File: config.mk
export PLATFORM = sky130hd
export DESIGN_NAME = result_display
export DESIGN_NICKNAME = d
export VERILOG_FILES = /design/src/rtl/result_display.sv
export SDC_FILE = /design/constraint.sdc
export NUM_CORES = 1
export LEC_CHECK = 0
export ABC_AREA = 1
export CAP_MARGIN = 40
export CORE_UTILIZATION = 25
export DETAILED_ROUTE_END_ITERATION = 8
export DONT_BUFFER_PORTS = 1
export HOLD_SLACK_MARGIN = 0.05
export PLACE_DENSITY = 0.41
export SLEW_MARGIN = 20
export SYNTH_ARGS = -nofsm -noshare
export SYNTH_HDL_FRONTEND = slang
export SYNTH_SLANG_ARGS = --single-unit
File: constraint.sdc
create_clock -name clk -period 2.35 [get_ports clk]
set_clock_uncertainty 0.05 [all_clocks]
set_input_delay 0.3525 -clock clk [delete_from_list [all_inputs] [get_ports clk]]
set_output_delay 0.3525 -clock clk [all_outputs]
set_load 0.01 [all_outputs]
File: src/rtl/result_display.sv
// result_display
//   Captures a 16-bit ALU result and its flags on a one-cycle strobe. The
//   word is shown as four hex digits on a time-multiplexed, active-low
//   7-segment display, and the flags are mirrored to LEDs. A new result is
//   held pending and is committed only at a scan-frame boundary, which is the
//   tick that ends the digit-3 slot. No frame ever mixes old and new digits.
//
//   Optional build macro: RESULT_DISPLAY_BLANK_EN
//     When defined, leading zeros are suppressed. Digit 0 is always shown.
//     When undefined, all four digits are always driven.
//
// Ports
//   clk          system clock, rising edge
//   reset        asynchronous, active-low reset
//   capture      one-cycle strobe that samples Z and flags
//   Z[15:0]      datapath result
//   flags[4:0]   datapath flags
//   ready        high while no result is pending
//   seg7[6:0]    segments {g,f,e,d,c,b,a}, active-low, registered
//   select[3:0]  digit enables, active-low one-hot; select[0] is the rightmost digit
//   flags_shown  flags committed together with the displayed value
//
// state | meaning
// ------+-------------------------------------------------------------
// BLANK | nothing committed since reset; all digits are off
// SHOW  | show_z is scanned onto the display; left only by reset
module result_display #(
    parameter int REFRESH_DIV = 50000
) (
    input  logic        clk,
    input  logic        reset,
    input  logic        capture,
    input  logic [15:0] Z,
    input  logic [4:0]  flags,
    output logic        ready,
    output logic [6:0]  seg7,
    output logic [3:0]  select,
    output logic [4:0]  flags_shown
);

    localparam int              CNT_W    = (REFRESH_DIV > 1) ? $clog2(REFRESH_DIV) : 1;
    localparam logic [CNT_W-1:0] CNT_LAST = CNT_W'(REFRESH_DIV - 1);

    typedef enum logic {BLANK = 1'b0, SHOW = 1'b1} state_e;

    state_e             state_q, state_d;
    logic [CNT_W-1:0]   div_cnt_q, div_cnt_d;
    logic [1:0]         digit_q, digit_d;
    logic               pend_q, pend_d;
    logic [15:0]        pend_z_q, pend_z_d;
    logic [4:0]         pend_f_q, pend_f_d;
    logic [15:0]        show_z_q, show_z_d;
    logic [4:0]         show_f_q, show_f_d;
    logic [6:0]         seg7_q, seg7_d;
    logic [3:0]         select_q, select_d;

    logic               tick;
    logic               frame;
    logic               commit;
    logic [3:0]         nibble;
    logic               digit_blank;

    function automatic logic [6:0] hex7(input logic [3:0] v);
        logic [6:0] s;
        case (v)
            4'h0:    s = 7'h40;
            4'h1:    s = 7'h79;
            4'h2:    s = 7'h24;
            4'h3:    s = 7'h30;
            4'h4:    s = 7'h19;
            4'h5:    s = 7'h12;
            4'h6:    s = 7'h02;
            4'h7:    s = 7'h78;
            4'h8:    s = 7'h00;
            4'h9:    s = 7'h10;
            4'hA:    s = 7'h08;
            4'hB:    s = 7'h03;
            4'hC:    s = 7'h46;
            4'hD:    s = 7'h21;
            4'hE:    s = 7'h06;
            default: s = 7'h0E;
        endcase
        return s;
    endfunction

    assign tick   = (div_cnt_q == CNT_LAST);
    assign frame  = tick && (digit_q == 2'd3);
    assign commit = frame && (capture || pend_q);

    // Scan counters and capture/commit datapath.
    always_comb begin
        div_cnt_d = tick ? '0 : div_cnt_q + CNT_W'(1);
        digit_d   = tick ? digit_q + 2'd1 : digit_q;
        pend_d    = pend_q;
        pend_z_d  = pend_z_q;
        pend_f_d  = pend_f_q;
        show_z_d  = show_z_q;
        show_f_d  = show_f_q;
        if (frame) begin
            // A capture landing on the boundary bypasses the pending slot.
            if (capture) begin
                show_z_d = Z;
                show_f_d = flags;
                pend_d   = 1'b0;
            end else if (pend_q) begin
                show_z_d = pend_z_q;
                show_f_d = pend_f_q;
                pend_d   = 1'b0;
            end
        end else if (capture) begin
            pend_z_d = Z;
            pend_f_d = flags;
            pend_d   = 1'b1;
        end
    end

    always_ff @(posedge clk or negedge reset) begin
        if (!reset) begin
            div_cnt_q <= '0;
            digit_q   <= 2'd0;
            pend_q    <= 1'b0;
            pend_z_q  <= 16'h0000;
            pend_f_q  <= 5'h00;
            show_z_q  <= 16'h0000;
            show_f_q  <= 5'h00;
        end else begin
            div_cnt_q <= div_cnt_d;
            digit_q   <= digit_d;
            pend_q    <= pend_d;
            pend_z_q  <= pend_z_d;
            pend_f_q  <= pend_f_d;
            show_z_q  <= show_z_d;
            show_f_q  <= show_f_d;
        end
    end

    // FSM: state register.
    always_ff @(posedge clk or negedge reset) begin
        if (!reset) begin
            state_q <= BLANK;
        end else begin
            state_q <= state_d;
        end
    end

    // FSM: next state.
    always_comb begin
        state_d = state_q;
        if (commit) begin
            state_d = SHOW;
        end
    end

    // FSM: outputs (registered below).
    always_comb begin
        case (digit_q)
            2'd0:    nibble = show_z_q[3:0];
            2'd1:    nibble = show_z_q[7:4];
            2'd2:    nibble = show_z_q[11:8];
            default: nibble = show_z_q[15:12];
        endcase

`ifdef RESULT_DISPLAY_BLANK_EN
        // A digit is a leading zero when it and every digit to its left are zero.
        case (digit_q)
            2'd1:    digit_blank = (show_z_q[15:4] == 12'h000);
            2'd2:    digit_blank = (show_z_q[15:8] == 8'h00);
            2'd3:    digit_blank = (show_z_q[15:12] == 4'h0);
            default: digit_blank = 1'b0;
        endcase
`else
        digit_blank = 1'b0;
`endif

        seg7_d   = 7'h7F;
        select_d = 4'hF;
        if (state_q == SHOW && !digit_blank) begin
            select_d = ~(4'b0001 << digit_q);
            seg7_d   = hex7(nibble);
        end
    end

    always_ff @(posedge clk or negedge reset) begin
        if (!reset) begin
            seg7_q   <= 7'h7F;
            select_q <= 4'hF;
        end else begin
            seg7_q   <= seg7_d;
            select_q <= select_d;
        end
    end

    assign ready       = !pend_q;
    assign seg7        = seg7_q;
    assign select      = select_q;
    assign flags_shown = show_f_q;

endmodule

* Word level (Yosys, flattened, before mapping)
Memory sizes are Yosys's and may differ from the RTL's.
Index checks and enable logic that the tools add are counted.
Widths: inputs -> output; s select.
** Storage, ports and cells
- Register bits after elaboration :: 73
- Bits in read-only memories :: 112
- Input bits :: 24
- Output and inout bits :: 17
- Memories kept :: 1
** Operators by class
- Add/subtract/negate cells :: 2
- Equal/unequal tests :: 4
- Shifts and indexed selects :: 1
- Mux-type cells :: 10
- Bitwise logic cells :: 2
- Reductions and logical operators :: 9
** Memories
- (no name shown) :: depth 16, width 7, read ports 1, clocked after memory_dff 0, write ports 0, RTL line 65 : case (v)
** Operator list (count)
- $mux 16 :: 3
- $add 16x1->16 const B :: 1
- $eq 16x16->1 const B :: 1
- $pmux 4 s3 :: 1
- $mux 5 :: 2
- $mux 7 :: 1
- $eq 2x2->1 const B :: 2
- $mux 4 :: 1
- $not 4->4 :: 1
- $reduce_and 2->1 :: 2
- $reduce_bool 2->1 :: 2
- $shl 1x2->4 const A :: 1
- $add 2x1->2 const B :: 1
- $eq 2x1->1 const B :: 1
- $logic_and 1x1->1 :: 2
- $logic_not 2->1 :: 1
- $mux 1 :: 2
- $logic_not 1->1 :: 1
- $logic_or 1x1->1 :: 1
- $not 1->1 :: 1

* Depth between registers and ports, before layout
- Depth after elaboration :: 4
- Mapped depth :: 11
- Depth with buffers taken out :: 11

* Worst setup path before layout
Ideal clock, no wire load.
- Path kind :: flip-flop to flip-flop
- Start point :: register digit_q[0]
- End point :: register seg7_q[3] (netlist: seg7[3])
- Library setup time :: 0.086 ns
- Arrival :: 1.766 ns
- Setup slack :: 0.449 ns
- Cell stages (with the launch flop) :: 11
- Path through :: dfrtp_1 -> ha_1 -> inv_2 -> or2_2 -> o21ai_1 -> inv_1 -> ha_1 -> nand3_1 -> nand3_1 -> nand2_1 -> nand2_1
** Between the ends
- Longest elaborated chain between the ends :: 4
** Ends and longest elaborated chain
- start, declared :: RTL line 48 : logic [1:0] digit_q, digit_d;
- start signal, assigned :: RTL line 128 : digit_q <= digit_d;
- $eq 2x2->1, or another cell as far along :: RTL line 156 : case (digit_q)
- $pmux 4 s3 (*) :: RTL line 156
- $mem_v2 16x7 (*)
- $mux 7 (*) :: RTL line 177 : if (state_q == SHOW && !digit_blank) begin
- net seg7_d[3] :: RTL line 54 : logic [6:0] seg7_q, seg7_d;
- end signal, assigned :: RTL line 188 : seg7_q <= seg7_d;
- end, declared :: RTL line 54
The timed path passes the listed nets; every way through them passes the cells marked *.
A chain may end at the register's enable or synchronous reset.

* Final worst setup path
Same ends and word-level chain as after synthesis.

==> results by group <==
Min path
  – Hold path start: Z[12]
  – Worst Hold Depth: 2
  – Min-Delay Path Class: in2reg

Timing
  – Final setup fails: 0
  – Setup ws final: ~0.33 ns
  – Fmax: 0.494 GHz
  – Total negative slack: 0 ns
  – Slew Viols, Final: 0
  – Rel. slew slack: about three fifths
  – Final period util: 86.1%
  – Final Critical Period: around 2.0 ns
  – RSZ-0062 raised after global routing: no
  – Slew of the pin with the lowest slew margin: ~0.59 ns
  – Final hold vios: 0

Global route
  – Gr usage total: about an eighth
  – Largest net degree at the start of global routing: between 70 and 80
  – Gr ovfl total: 0
  – First-pass GRT wire length: roughly 16 mm
  – Number of global-route vias before repair: slightly above 3000
  – Antenna violations before repair: 0

Route
  – Post-route ant nets: 0
  – Starting DRT DRC Count: approximately 140
  – Total wire length: about 9.2 mm
  – Vias per inst: about 4.4
  – Total number of vias: between 3000 and 4000
  – WL/cell: approximately 14 um
  – DR pass1 iterations: 4
  – DRC: 0

Clock network
  – CTS tree: done
  – Clk buf depth: 2
  – Clock sink count: 73
  – Clock-pin slew on the worst setup and hold paths: ~0.060 ns
  – H-tree depth: 3
  – TritonCTS Buffers: 9
  – Post-CTS Setup Inserts: 0
  – CTS Root Cell: clkbuf_16
  – Worst skew pair latency: around 0.34 ns

Yosys
  – Unique masters post-synth: 34
  – YS warnings: 0
  – Post-synth EDFFs: 0
  – Post-synth top cells: 175 x nand2_1, 62 x dfrtp_1, 43 x inv_1, 43 x nand3_1, 29 x nor2_1
  – Ys async rst share: 100%
  – Post-Syn Nets: ~530
  – Area of the mapped netlist: around 0.0039 mm2
  – Synthesis-stage register bit count: 73
  – Synth Instances: ~490
  – Synth area leaders: dfrtp_1 40%, nand2_1 17%, dfstp_2 7.5%
  – Most frequent cell after synthesis: nand2_1
  – Synth Flop Type: dfrtp_1
  – Sequential fraction of the synthesis area: between 40% and 50%
  – Share of the synthesized area in the top cell type: between 40 and 50%
  – Avg Inst Size Synth: slightly below 8 um2
  – Synth area leader: dfrtp_1

Placed design
  – Port Buffers: 0
  – Placed cell areas: between 0.004 and 0.005 mm2
  – Pre-CTS setup slack: ~0.18 ns
  – Dpl cells: ~660
  – Post-DP HPWL: around 6.4 mm
  – GP Congestion: approximately 0.84

Setup path
  – CP max FO: 6
  – CP Class: reg2reg
  – Critical Path AT: 2.23 ns
  – R2R depth: 11
  – Top cell by count, worst path: nand2_1
  – Crit path from: digit_q[0]$_DFFE_PN0N_
  – RR Startpoint: digit_q[0]$_DFFE_PN0N_
  – Worst Setup Start Kind: flip-flop
  – CP Cell Sequence: inv_1 -> ha_1 -> nand2_1 -> nand2_1 -> o21ai_2 -> inv_1 -> ha_1 -> nand3_1 -> nand3_1 -> nand2_1 -> nand2_1
  – Slowest-stage cell, CP: dfrtp_1
  – CP Capture Type: flip-flop
  – CP required: approximately 2.6 ns
  – CP peak stage delay: slightly below 0.4 ns

Floorplanning
  – Die area: ~0.016 mm2
  – Die width: between 100 and 150 um
  – Row Count: 45
  – Starting density of the core: between 20% and 30%
  – Die Ht: roughly 130 um
  – Ports: 41
  – Core Region: 0.0151 mm2

Power and ir drop
  – Switching power: just under 0.0006 W
  – Clock share of power: a little under half
  – Power Density: 620 mW/mm2
  – P_leak: roughly 2.2 nW
  – Internal: 0.00209 W
  – Net Sw Frac: 22.1%
  – Peak supply drop: approximately 0.22 mV
  – Combinational Power Share: approximately 4.0%
  – Reg power frac: approximately 50%

Cells and area
  – Layout cells sized above 1: approximately a tenth
  – Final nets: ~520
  – Non-Filler Instances: approximately 680
  – N_diodes: 0
  – Layout overhead on the synthesized area: 11.9%
  – Design area: roughly 0.0043 mm2

Outcome
  – Status: finished, final reports clean

Job
  – Maxcap violations: 0
power by group through the flow:
stage	Combinational, W	Sequential (W)	Clock (W)
floorplan	0.0000797	0.00132	0
global placement	0.0000770	0.00133	0
detailed placement	0.0000788	0.00133	0
CTS	0.000113	0.00131	0.00132
global route	0.000132	0.00131	0.00137
finish	0.000109	0.00131	0.00127
cells by family after synthesis:
| kind of cell | count (synthesis) | share of synthesized area, % |
|---|---|---|
| and+or+nand+nor | 290 | 33.6 |
| DFF | 73 | 47.6 |
| buffers and inverters | 72 | 8.38 |
| AOI/OAI and AO/OA | 37 | 4.95 |
| adders and majority gates | 12 | 3.88 |
| xor gates and xnor gates | 7 | 1.59 |
critical path, delay by kind of cell, from the launching register on:
| family | cells | cell delay (ns) |
|---|---|---|
| adders and majority gates | 2 | 0.52 |
| and+or+nand+nor | 6 | 0.50 |
| DFF | 1 | 0.39 |
| AOI/OAI and AO/OA | 1 | 0.25 |
| buffers and inverters | 2 | 0.23 |
per-layer routing:
layer | share of wire (%) | track usage (%) | routed length, um
met4 | 1.7 | 6.52 | 161
met1 | 50 | 17.2 | 4650
met2 | 42 | 19.0 | 3900
met5 | 0 | 0 | 0
met3 | 5.5 | 3.33 | 503
per-stage QoR:
| step | utilization, % | hold WS, ns | total power, W |
|---|---|---|---|
| 3_5_place_dp | 26.6 | 0.0109 | 0.00141 |
| 5_1_grt | 28.6 | 0.0883 | 0.00281 |
| 6_report | 28.6 | 0.104 | 0.00269 |
| 3_3_place_gp | 26.6 | 0.0108 | 0.00140 |
| 4_1_cts | 28.6 | 0.0900 | 0.00274 |
| 2_1_floorplan | - | 0.00691 | 0.00140 |
cell usage in the layout, fill, tap and decap left out, types with 3 or more instances in the layout:
| master | n |
|---|---|
| buf_4 | 5 |
| inv_1 | 43 |
| nor3_1 | 4 |
| inv_2 | 7 |
| a21oi_1 | 6 |
| nand4_1 | 24 |
| nand2_1 | 175 |
| dfstp_2 | 11 |
| dfrtp_1 | 62 |
| o21ai_0 | 26 |
| clkbuf_16 | 9 |
| xor2_1 | 6 |
| nor2_1 | 29 |
| clkbuf_1 | 3 |
| nand3_1 | 43 |
| ha_1 | 12 |
path summary, 6_finish.rpt:
check	to	slack [ns]
min	pend_z_q[12]$_DFFE_PN0P_	0.10
max	seg7[3]$_DFF_PN1_	0.33
min in group asynchronous	pend_z_q[11]$_DFFE_PN0P_	0.52
min reg2reg	div_cnt_q[0]$_DFF_PN0_	0.41
max in group asynchronous	select[3]$_DFF_PN1_	1.36
max reg2reg	seg7[3]$_DFF_PN1_	0.33
registers in the layout (all words and copies together), names as in the netlist:
name         flops
flags_shown      5
pend_z_q        16
select           4
digit_q          2
pend_q           1
show_z_q        16
seg7             7
pend_f_q         5
state_q          1
div_cnt_q       16
area by class of cell:
cell class,count,area (um2)
well taps,188,235
inverters,50,188
fillers,1607,10800
clock buffers,14,264
repair buffers,8,95.1
multi-input cells,346,1710
flip-flops and latches,73,1840
what timing repair did:
item | in CTS | in global routing
hold buffers | 2 | 0
hold endpoints to repair | 73 | 0
endpoints found under the setup margin | 0 | 1
gates resized for setup | 0 | 1
No activity file was read; power rests on OpenSTA's default activity.
